**src/rtl/ls_unit_if.sv**
```systemverilog
// Issue, byte-memory and result-broadcast signals of the load/store unit.
// "master" is the load/store unit itself; "slave" is its environment (LS buffer, memory, consumers).
interface ls_unit_if #(
    parameter int DATA_W = 32,
    parameter int TAG_W  = 4,
    parameter int NAME_W = 5,
    parameter int OP_W   = 6
);
    logic              work_en;
    logic [DATA_W-1:0] in_base;
    logic [DATA_W-1:0] in_sdata;
    logic [DATA_W-1:0] in_imm;
    logic [TAG_W-1:0]  in_tag;
    logic [NAME_W-1:0] in_name;
    logic [OP_W-1:0]   in_op;
    logic              ls_ready;

    logic              mem_req;
    logic              mem_we;
    logic [DATA_W-1:0] mem_addr;
    logic [7:0]        mem_wdata;
    logic              mem_ack;
    logic              mem_rvalid;
    logic [7:0]        mem_rdata;

    logic              out_en;
    logic [TAG_W-1:0]  out_tag;
    logic [NAME_W-1:0] out_name;
    logic [DATA_W-1:0] out_data;

    modport master (
        input  work_en, in_base, in_sdata, in_imm, in_tag, in_name, in_op,
        input  mem_ack, mem_rvalid, mem_rdata,
        output ls_ready, mem_req, mem_we, mem_addr, mem_wdata,
        output out_en, out_tag, out_name, out_data
    );

    modport slave (
        output work_en, in_base, in_sdata, in_imm, in_tag, in_name, in_op,
        output mem_ack, mem_rvalid, mem_rdata,
        input  ls_ready, mem_req, mem_we, mem_addr, mem_wdata,
        input  out_en, out_tag, out_name, out_data
    );
endinterface

```
**src/rtl/ls_unit.sv**
```systemverilog
// Load/store execution unit: one in-order op at a time, performed byte-serially over an
// 8-bit memory port; load results are broadcast for one cycle on the result bus.
module ls_unit #(
    parameter int DATA_W = 32,
    parameter int TAG_W  = 4,
    parameter int NAME_W = 5,
    parameter int OP_W   = 6,
    parameter logic [OP_W-1:0] OP_LB  = OP_W'(1),
    parameter logic [OP_W-1:0] OP_LH  = OP_W'(2),
    parameter logic [OP_W-1:0] OP_LW  = OP_W'(3),
    parameter logic [OP_W-1:0] OP_LBU = OP_W'(4),
    parameter logic [OP_W-1:0] OP_LHU = OP_W'(5),
    parameter logic [OP_W-1:0] OP_SB  = OP_W'(6),
    parameter logic [OP_W-1:0] OP_SH  = OP_W'(7),
    parameter logic [OP_W-1:0] OP_SW  = OP_W'(8)
) (
    input  logic      clk,
    input  logic      rst,
    ls_unit_if.master bus
);
    localparam int NB = DATA_W / 8;

    typedef enum logic [1:0] {IDLE, REQ, WAIT, WB} state_t;

    state_t            state_q, state_d;
    logic [DATA_W-1:0] addr_q, addr_d;
    logic [DATA_W-1:0] sdata_q, sdata_d;
    logic [TAG_W-1:0]  tag_q, tag_d;
    logic [NAME_W-1:0] name_q, name_d;
    logic [2:0]        size_q, size_d;
    logic              store_q, store_d;
    logic              sext_q, sext_d;
    logic [2:0]        cnt_q, cnt_d;
    logic [DATA_W-1:0] rdata_q;

    logic              dec_valid, dec_store, dec_sext;
    logic [2:0]        dec_size;
    logic [2:0]        cnt_inc;
    logic              rd_fire;
    logic [NB-1:0]     lane_we;
    logic [DATA_W-1:0] ext_data;

    always_comb begin
        dec_valid = 1'b1;
        dec_store = 1'b0;
        dec_sext  = 1'b0;
        dec_size  = 3'd1;
        case (bus.in_op)
            OP_LB:   dec_sext = 1'b1;
            OP_LBU:  dec_size = 3'd1;
            OP_LH:   begin dec_size = 3'd2; dec_sext = 1'b1; end
            OP_LHU:  dec_size = 3'd2;
            OP_LW:   dec_size = 3'd4;
            OP_SB:   dec_store = 1'b1;
            OP_SH:   begin dec_size = 3'd2; dec_store = 1'b1; end
            OP_SW:   begin dec_size = 3'd4; dec_store = 1'b1; end
            default: dec_valid = 1'b0;
        endcase
    end

    assign cnt_inc = cnt_q + 3'd1;
    // Read data arriving in the ack cycle is not accepted: only WAIT listens to rvalid.
    assign rd_fire = (state_q == WAIT) && bus.mem_rvalid;

    always_comb begin
        state_d = state_q;
        addr_d  = addr_q;
        sdata_d = sdata_q;
        tag_d   = tag_q;
        name_d  = name_q;
        size_d  = size_q;
        store_d = store_q;
        sext_d  = sext_q;
        cnt_d   = cnt_q;
        case (state_q)
            IDLE: begin
                if (bus.work_en && dec_valid) begin
                    addr_d  = bus.in_base + bus.in_imm;
                    sdata_d = bus.in_sdata;
                    tag_d   = bus.in_tag;
                    name_d  = bus.in_name;
                    size_d  = dec_size;
                    store_d = dec_store;
                    sext_d  = dec_sext;
                    cnt_d   = 3'd0;
                    state_d = REQ;
                end
            end
            REQ: begin
                if (bus.mem_ack) begin
                    if (store_q) begin
                        cnt_d = cnt_inc;
                        if (cnt_inc == size_q) state_d = IDLE;
                    end else begin
                        state_d = WAIT;
                    end
                end
            end
            WAIT: begin
                if (bus.mem_rvalid) begin
                    cnt_d   = cnt_inc;
                    state_d = (cnt_inc == size_q) ? WB : REQ;
                end
            end
            WB:      state_d = IDLE;
            default: state_d = IDLE;
        endcase
    end

    always_ff @(posedge clk or posedge rst) begin
        if (rst) begin
            state_q <= IDLE;
            addr_q  <= '0;
            sdata_q <= '0;
            tag_q   <= '0;
            name_q  <= '0;
            size_q  <= 3'd1;
            store_q <= 1'b0;
            sext_q  <= 1'b0;
            cnt_q   <= 3'd0;
        end else begin
            state_q <= state_d;
            addr_q  <= addr_d;
            sdata_q <= sdata_d;
            tag_q   <= tag_d;
            name_q  <= name_d;
            size_q  <= size_d;
            store_q <= store_d;
            sext_q  <= sext_d;
            cnt_q   <= cnt_d;
        end
    end

    // Little-endian assembly: returned byte k lands in lane k.
    for (genvar gi = 0; gi < NB; gi++) begin : g_lane
        assign lane_we[gi] = rd_fire && (cnt_q == 3'(gi));
    end

    always_ff @(posedge clk or posedge rst) begin
        if (rst) begin
            rdata_q <= '0;
        end else begin
            for (int b = 0; b < NB; b++) begin
                if (lane_we[b]) rdata_q[8*b +: 8] <= bus.mem_rdata;
            end
        end
    end

    always_comb begin
        case (size_q)
            3'd1:    ext_data = {{(DATA_W-8){sext_q & rdata_q[7]}}, rdata_q[7:0]};
            3'd2:    ext_data = {{(DATA_W-16){sext_q & rdata_q[15]}}, rdata_q[15:0]};
            default: ext_data = rdata_q;
        endcase
    end

    // Dropping ready in the issue cycle keeps the buffer from issuing twice back-to-back.
    assign bus.ls_ready  = (state_q == IDLE) && !bus.work_en;
    assign bus.mem_req   = (state_q == REQ);
    assign bus.mem_we    = (state_q == REQ) && store_q;
    assign bus.mem_addr  = (state_q == REQ) ? addr_q + DATA_W'(cnt_q) : '0;
    assign bus.mem_wdata = (state_q == REQ) ? sdata_q[{cnt_q[1:0], 3'b000} +: 8] : 8'h00;
    assign bus.out_en    = (state_q == WB);
    assign bus.out_tag   = (state_q == WB) ? tag_q : '0;
    assign bus.out_name  = (state_q == WB) ? name_q : '0;
    assign bus.out_data  = (state_q == WB) ? ext_data : '0;
endmodule

```
**src/flat_wrapper.sv**
```systemverilog
// flat-port wrapper written by rule: the top's interface ports become plain ports
module ls_unit_flat 
#(
    parameter int DATA_W = 32,
    parameter int TAG_W  = 4,
    parameter int NAME_W = 5,
    parameter int OP_W   = 6,
    parameter logic [OP_W-1:0] OP_LB  = OP_W'(1),
    parameter logic [OP_W-1:0] OP_LH  = OP_W'(2),
    parameter logic [OP_W-1:0] OP_LW  = OP_W'(3),
    parameter logic [OP_W-1:0] OP_LBU = OP_W'(4),
    parameter logic [OP_W-1:0] OP_LHU = OP_W'(5),
    parameter logic [OP_W-1:0] OP_SB  = OP_W'(6),
    parameter logic [OP_W-1:0] OP_SH  = OP_W'(7),
    parameter logic [OP_W-1:0] OP_SW  = OP_W'(8)
)
  (clk, rst, bus_work_en, bus_in_base, bus_in_sdata, bus_in_imm, bus_in_tag, bus_in_name, bus_in_op, bus_mem_ack, bus_mem_rvalid, bus_mem_rdata, bus_ls_ready, bus_mem_req, bus_mem_we, bus_mem_addr, bus_mem_wdata, bus_out_en, bus_out_tag, bus_out_name, bus_out_data);
  ls_unit_if #(.DATA_W(DATA_W), .TAG_W(TAG_W), .NAME_W(NAME_W), .OP_W(OP_W)) bus_i ();
  input  logic clk;
  input  logic rst;
  input wire logic [$bits(bus_i.work_en)-1:0] bus_work_en;
  input wire logic [$bits(bus_i.in_base)-1:0] bus_in_base;
  input wire logic [$bits(bus_i.in_sdata)-1:0] bus_in_sdata;
  input wire logic [$bits(bus_i.in_imm)-1:0] bus_in_imm;
  input wire logic [$bits(bus_i.in_tag)-1:0] bus_in_tag;
  input wire logic [$bits(bus_i.in_name)-1:0] bus_in_name;
  input wire logic [$bits(bus_i.in_op)-1:0] bus_in_op;
  input wire logic [$bits(bus_i.mem_ack)-1:0] bus_mem_ack;
  input wire logic [$bits(bus_i.mem_rvalid)-1:0] bus_mem_rvalid;
  input wire logic [$bits(bus_i.mem_rdata)-1:0] bus_mem_rdata;
  output wire logic [$bits(bus_i.ls_ready)-1:0] bus_ls_ready;
  output wire logic [$bits(bus_i.mem_req)-1:0] bus_mem_req;
  output wire logic [$bits(bus_i.mem_we)-1:0] bus_mem_we;
  output wire logic [$bits(bus_i.mem_addr)-1:0] bus_mem_addr;
  output wire logic [$bits(bus_i.mem_wdata)-1:0] bus_mem_wdata;
  output wire logic [$bits(bus_i.out_en)-1:0] bus_out_en;
  output wire logic [$bits(bus_i.out_tag)-1:0] bus_out_tag;
  output wire logic [$bits(bus_i.out_name)-1:0] bus_out_name;
  output wire logic [$bits(bus_i.out_data)-1:0] bus_out_data;
  assign bus_i.work_en = bus_work_en;
  assign bus_i.in_base = bus_in_base;
  assign bus_i.in_sdata = bus_in_sdata;
  assign bus_i.in_imm = bus_in_imm;
  assign bus_i.in_tag = bus_in_tag;
  assign bus_i.in_name = bus_in_name;
  assign bus_i.in_op = bus_in_op;
  assign bus_i.mem_ack = bus_mem_ack;
  assign bus_i.mem_rvalid = bus_mem_rvalid;
  assign bus_i.mem_rdata = bus_mem_rdata;
  assign bus_ls_ready = bus_i.ls_ready;
  assign bus_mem_req = bus_i.mem_req;
  assign bus_mem_we = bus_i.mem_we;
  assign bus_mem_addr = bus_i.mem_addr;
  assign bus_mem_wdata = bus_i.mem_wdata;
  assign bus_out_en = bus_i.out_en;
  assign bus_out_tag = bus_i.out_tag;
  assign bus_out_name = bus_i.out_name;
  assign bus_out_data = bus_i.out_data;
  ls_unit #(.DATA_W(DATA_W), .TAG_W(TAG_W), .NAME_W(NAME_W), .OP_W(OP_W), .OP_LB(OP_LB), .OP_LH(OP_LH), .OP_LW(OP_LW), .OP_LBU(OP_LBU), .OP_LHU(OP_LHU), .OP_SB(OP_SB), .OP_SH(OP_SH), .OP_SW(OP_SW)) u_core (.clk(clk), .rst(rst), .bus(bus_i));
endmodule
```
**config.mk**
```make
export PLATFORM = sky130hd
export DESIGN_NAME = ls_unit_flat
export DESIGN_NICKNAME = d
export VERILOG_FILES = /design/src/rtl/ls_unit_if.sv /design/src/rtl/ls_unit.sv /design/src/flat_wrapper.sv
export SDC_FILE = /design/constraint.sdc
export NUM_CORES = 1
export LEC_CHECK = 0
export CORE_ASPECT_RATIO = 0.6
export CORE_MARGIN = 2
export CORE_UTILIZATION = 58
export DETAILED_ROUTE_END_ITERATION = 6
export DONT_BUFFER_PORTS = 1
export HOLD_SLACK_MARGIN = 0.06
export PLACE_DENSITY = 0.74
export SLEW_MARGIN = 5
export SYNTH_ARGS = -nofsm -noshare
export SYNTH_HDL_FRONTEND = slang
export SYNTH_SLANG_ARGS = --single-unit
```
**constraint.sdc**
```tcl
create_clock -name clk -period 4.9 [get_ports clk]
set_input_delay 0.98 -clock clk [delete_from_list [all_inputs] [get_ports clk]]
set_output_delay 0.98 -clock clk [all_outputs]
set_load 0.005 [all_outputs]
```
---- Word-level counts from Yosys, hierarchy flattened ----
Index checks and enable logic that the tools add are counted.
storage, ports and cells
  register bits ........................... 115
  input bits .............................. 124
  output and inout port bits .............. 85
operators by class
  add/sub/neg operators ................... 3
  equal/unequal tests ..................... 22
  shift-type cells ........................ 1
  mux-type cells .......................... 22
  bitwise logic cells ..................... 2
  reduce and logical (&&, ||, !) cells .... 20
operators with widths
  operator                                             number
  2-to-1 mux 32 bit                                    2
  case mux 32 bit (2 select lines)                     1
  adder 32 x 3 -> 32 bit                               1
  adder 32 bit                                         1
  indexed part select 32 x 6 -> 8 bit                  1
  equality test 6 x 3 -> 1 bit, second input constant  4
  equality test 6 x 2 -> 1 bit, second input constant  2
  2-to-1 mux 2 bit                                     6
  2-to-1 mux 3 bit                                     4
  equality test 3 x 2 -> 1 bit, second input constant  3
  case mux 3 bit (3 select lines)                      1
  logical AND 1 bit                                    8
  2-to-1 mux 8 bit                                     1
  case mux 2 bit (4 select lines)                      1
  OR reduction 8 bit                                   1
  equality test 3 x 1 -> 1 bit, second input constant  2
  equality test 6 x 1 -> 1 bit, second input constant  1
  equality test 6 x 4 -> 1 bit, second input constant  1
  case mux 3 bit (2 select lines)                      1
  OR reduction 3 bit                                   2
  2-to-1 mux 5 bit                                     1
  AND reduction 5 bit                                  1
  equality test 2 bit, second input constant           2
  2-to-1 mux 4 bit                                     1
  other kinds (15)                                     21

---- Logic depth before layout (Yosys ltp) ----
  depth after elaboration ................. 6
  depth in mapped cells ................... 10
  mapped depth without buffers ............ 9

---- Worst setup path before layout ----
Ideal clock, no wire load.
  path type ............................... input to register
  from .................................... in bus_in_imm[8]
  to ...................................... reg u_core.addr_q[25]
  setup time .............................. 124 ps
  arrival time ............................ 2,973 ps
  required time ........................... 4,776 ps
  slack ................................... 1,803 ps
  cell stages on the path ................. 9
  cell sequence ........................... ha_1 and3_1 a221o_1 a2bb2oi_1 a31oi_2 or2b_1 buf_6 mux2i_1 a211o_1
on the way
  longest elaborated chain between the ends .. 1
ends and longest elaborated chain
  element               RTL line            RTL
  from (decl)           flat_wrapper.sv:24  input wire logic [$bits(bus_i.in_imm)-1:0] bus_in_imm;
  adder 32 bit          ls_unit.sv:78       addr_d = bus.in_base + bus.in_imm;
  to (signal assigned)  ls_unit.sv:123      addr_q <= addr_d;
  to (decl)             ls_unit.sv:26       logic [DATA_W-1:0] addr_q, addr_d;
Every way passes these cells.
A chain may end at the register's enable or synchronous reset.

---- Final worst setup path ----
  from .................................... reg u_core.state_q[1]
  to ...................................... out bus_mem_addr[3]
on the way
  longest elaborated chain between the ends .. 2
ends and longest elaborated chain
  element                       RTL line            RTL
  from (decl)                   ls_unit.sv:25       state_t state_q, state_d;
  from (signal assigned)        ls_unit.sv:122      state_q <= state_d;
  equality test 2 x 1 -> 1 bit  n/a
  named net bus_mem_req         flat_wrapper.sv:32  output wire logic [$bits(bus_i.mem_req)-1:0] bus_mem_req;
  2-to-1 mux 32 bit             ls_unit.sv:161      assign bus.mem_addr = (state_q == REQ) ? addr_q + DATA_W'(cnt_q) : '0;
  to (decl)                     flat_wrapper.sv:34  output wire logic [$bits(bus_i.mem_addr)-1:0] bus_mem_addr;
The timed path passes the listed nets, and every way through them passes these cells.

==> impl_metrics.ini <==
[synth]
synth-seq-cells = 115
ys_warn_count = 0
synth_cell_types = 62
avgSynthCellArea_um2 = 8.55
syn-num-nets = 1077
synth_xor_area_frac = 0.0575
synthCells = 908
synth_area_mm2 = 0.00776
synth_edf_count = 0
yosys.area_share.simple = 0.233
synth_flop_cell = dfrtp_1
synth_top_family_by_area = simple AND/OR/NAND/NOR gates
synth_compound_area_frac = 0.157
ys_async_sr_fraction = 1.00
ys_seq_area_frac = 0.371
synth_fa_ha_area_frac = 0.0744
synth.area.mux_share = 0.0748

[floorplan]
die_w_um = 153
dieArea_mm2 = 0.0144
io_pins = 209
core_area_mm2 = 0.0130
num_rows = 32
die_h_um = 93.6
initial_core_util = 0.599

[power_and_ir_drop]
power_switching_share = 0.356
p_comb_frac = 0.324
p_clk_frac = 0.299
p_sw_mw = 1.58
cellPowerDensity_mw_per_mm2 = 523
vdd_drop_max_mv = 0.266
leakage_nw = 3.93
finalPower_mw = 4.42
p_int_mw = 2.85
p_seq_frac = 0.377

[setup_path]
r2r-start = u_core.state_q[1]
start_kind = register
crit_arrival_ps = 2760
critical_path_class = register to primary output
crit_required_ps = 3920
end_kind = primary output
critPathMaxFanout = 30
rrSetupSlack_ps = 1850
reg2reg_to = u_core.cnt_q[0]
reg2regPathDepth = 7

[grt]
grt_use_total = 0.291
grt_pass1_wl_mm = 32.9
grt_start_max_net_pins = 83
antenna_found_initial = 0
grt_overflow = 0
grt_pass1_vias = 6432

[timing]
min_period_over_period = 0.763
max_slew_margin = 0.279
worst_slew_pin_slew_ps = 1080
hold_viol = 0
layout_setup_ws_ps = 1160
period_minus_slack_ps = 3740
skew_ps = 9.97
rsz0062_at_grt = no
totalNegativeSetupSlack_ps = 0
fmax_mhz = 268
slew_violations = 0
setup_viol = 0

[routing]
ant_nets = 0
wl_met3_mm = 2.05
met1_length_mm = 9.43
wl_per_cell_um = 19.4
first_iter_violations = 507
wl_met2_mm = 9.02
wirelength_mm = 20.7
drcViolationCount = 0
dr.pass1.iters = 5
top_layer_used = met4
via_per_inst = 6.13
vias = 6538

[cells_and_area]
areaGrowthSynthToFinish_pct = 8.99
nets = 1053
diodes = 0
postLayoutCoreUtil = 0.652
drive_gt1_frac = 0.0948

[hold_path]
whs_path_depth = 2
holdCritStartpoint = u_core.name_q[0]
holdPathEnd = u_core.name_q[0]
hp-class = register to register

[outcome]
status = finished, final reports clean

[clock_network]
cts-root-buf = clkbuf_16
cts_resized = 0
clkSlewWorstSetupHoldPaths_ps = 50
post_cts_buffers = 0
cts_buffers = 17
cts.sinks = 115
ctsHoldBuffers = 0
clockBufferDepth = 2
h-tree-depth = 4
cts_tree = done
clk_latency_ps = 410

[job]
cap_violations = 0

[placement]
portBuffers = 0
gp_congestion = 0.972
place_worst_setup_slack_ps = 1290
dp_hpwl_mm = 15.2
==> cell usage in the layout, fill, tap and decap left out, types with 23 or more instances in the layout <==
cell / Yosys / layout
dfrtp_1: 114 / 114
ha_1: 43 / 43
nor2_1: 51 / 51
mux2_2: 32 / 32
a21oi_1: 44 / 43
and2_1: 38 / 37
o21ai_0: 54 / 54
xnor2_1: 23 / 23
nand3_1: 28 / 28
xor2_1: 28 / 28
nand2_1: 213 / 212
==> routing by layer <==
layer | GRT usage | vias to the layer above
met5 | 0 | -
met4 | 0.0726 | 0
met3 | 0.101 | 23
met2 | 0.438 | 264
met1 | 0.406 | 3148
li1 | - | 3103
==> cells by family after synthesis <==
kind of cell,count (synthesis)
xor gates and xnor gates,51
DFF,115
buffers and inverters,65
and+or+nand+nor,397
adders and majority gates,45
AOI/OAI and AO/OA,191
muxes,44
==> cell usage after synthesis (7+ instances only) <==
library cell / instances / area (um^2)
o21ai_0: 54 / 270
a21oi_1: 44 / 220
o21a_1: 22 / 165
xnor2_1: 23 / 201
clkbuf_1: 36 / 135
and3_1: 19 / 119
nor2b_1: 7 / 43.8
ha_1: 43 / 538
nand2_1: 213 / 800
mux4_2: 8 / 180
mux2_2: 32 / 360
xor2_1: 28 / 245
nand4_1: 7 / 43.8
nand3_1: 28 / 140
nor2_1: 51 / 191
dfrtp_1: 114 / 2850
a21boi_0: 8 / 60.1
and2_1: 38 / 238
a21o_1: 12 / 90.1
nor3_1: 8 / 40.0
inv_1: 18 / 67.6
==> registers in the layout (all words and copies together) (netlist names), 2 cells and up <==
register	cells
u_core.size_q	3
u_core.sdata_q	32
u_core.rdata_q	32
u_core.state_q	2
u_core.cnt_q	3
u_core.name_q	5
u_core.tag_q	4
u_core.addr_q	32
==> layout make-up <==
| type | instances | area, um^2 |
|---|---|---|
| fill | 1105 | 4510 |
| sequential | 115 | 2880 |
| tap | 170 | 213 |
| multi-input combinational | 728 | 4640 |
| timing repair buffer | 4 | 30.0 |
| inverter | 18 | 70.1 |
| clock inverter | 9 | 151 |
| clock buffer | 23 | 478 |
==> worst max-delay path by stage <==
stage	start	endpoint	slack [ps]	cells past startpoint
floorplan	rst	u_core.addr_q[0]	880	1
global placement	bus_in_op[5]	u_core.addr_q[30]	1490	5
detailed placement	bus_in_op[5]	u_core.addr_q[25]	1290	6
CTS	u_core.state_q[1]	bus_mem_addr[3]	1140	4
global route	u_core.state_q[1]	bus_mem_addr[3]	930	4
finish	u_core.state_q[1]	bus_mem_addr[3]	1160	4
==> critical path, cell delays in order, from the launching register on <==
cell	delay, ps
dfrtp_1	410
inv_1	110
ha_1	630
inv_1	670
nor3_1	530
==> power by group through the flow <==
| stage | clock (mW) | combinational (mW) | sequential [mW] |
|---|---|---|---|
| after floorplan | 0 | 1.12 | 1.57 |
| after global routing | 1.38 | 1.62 | 1.72 |
| final | 1.32 | 1.43 | 1.67 |
| after CTS | 1.33 | 1.44 | 1.66 |
| after global placement | 0 | 1.36 | 1.63 |
| after detailed placement | 0 | 1.42 | 1.66 |
==> through the flow <==
stage / area [um^2] / std cells / hold WS (ps)
detailed placement: 7830 / 1035 / 456
finish: 8460 / 1067 / 470
global placement: 7830 / 1035 / 449
CTS: 8460 / 1067 / 469
floorplan: 7760 / 908 / 437
global route: 8460 / 1067 / 486
Note: power is estimated with default switching activity, not from simulation.
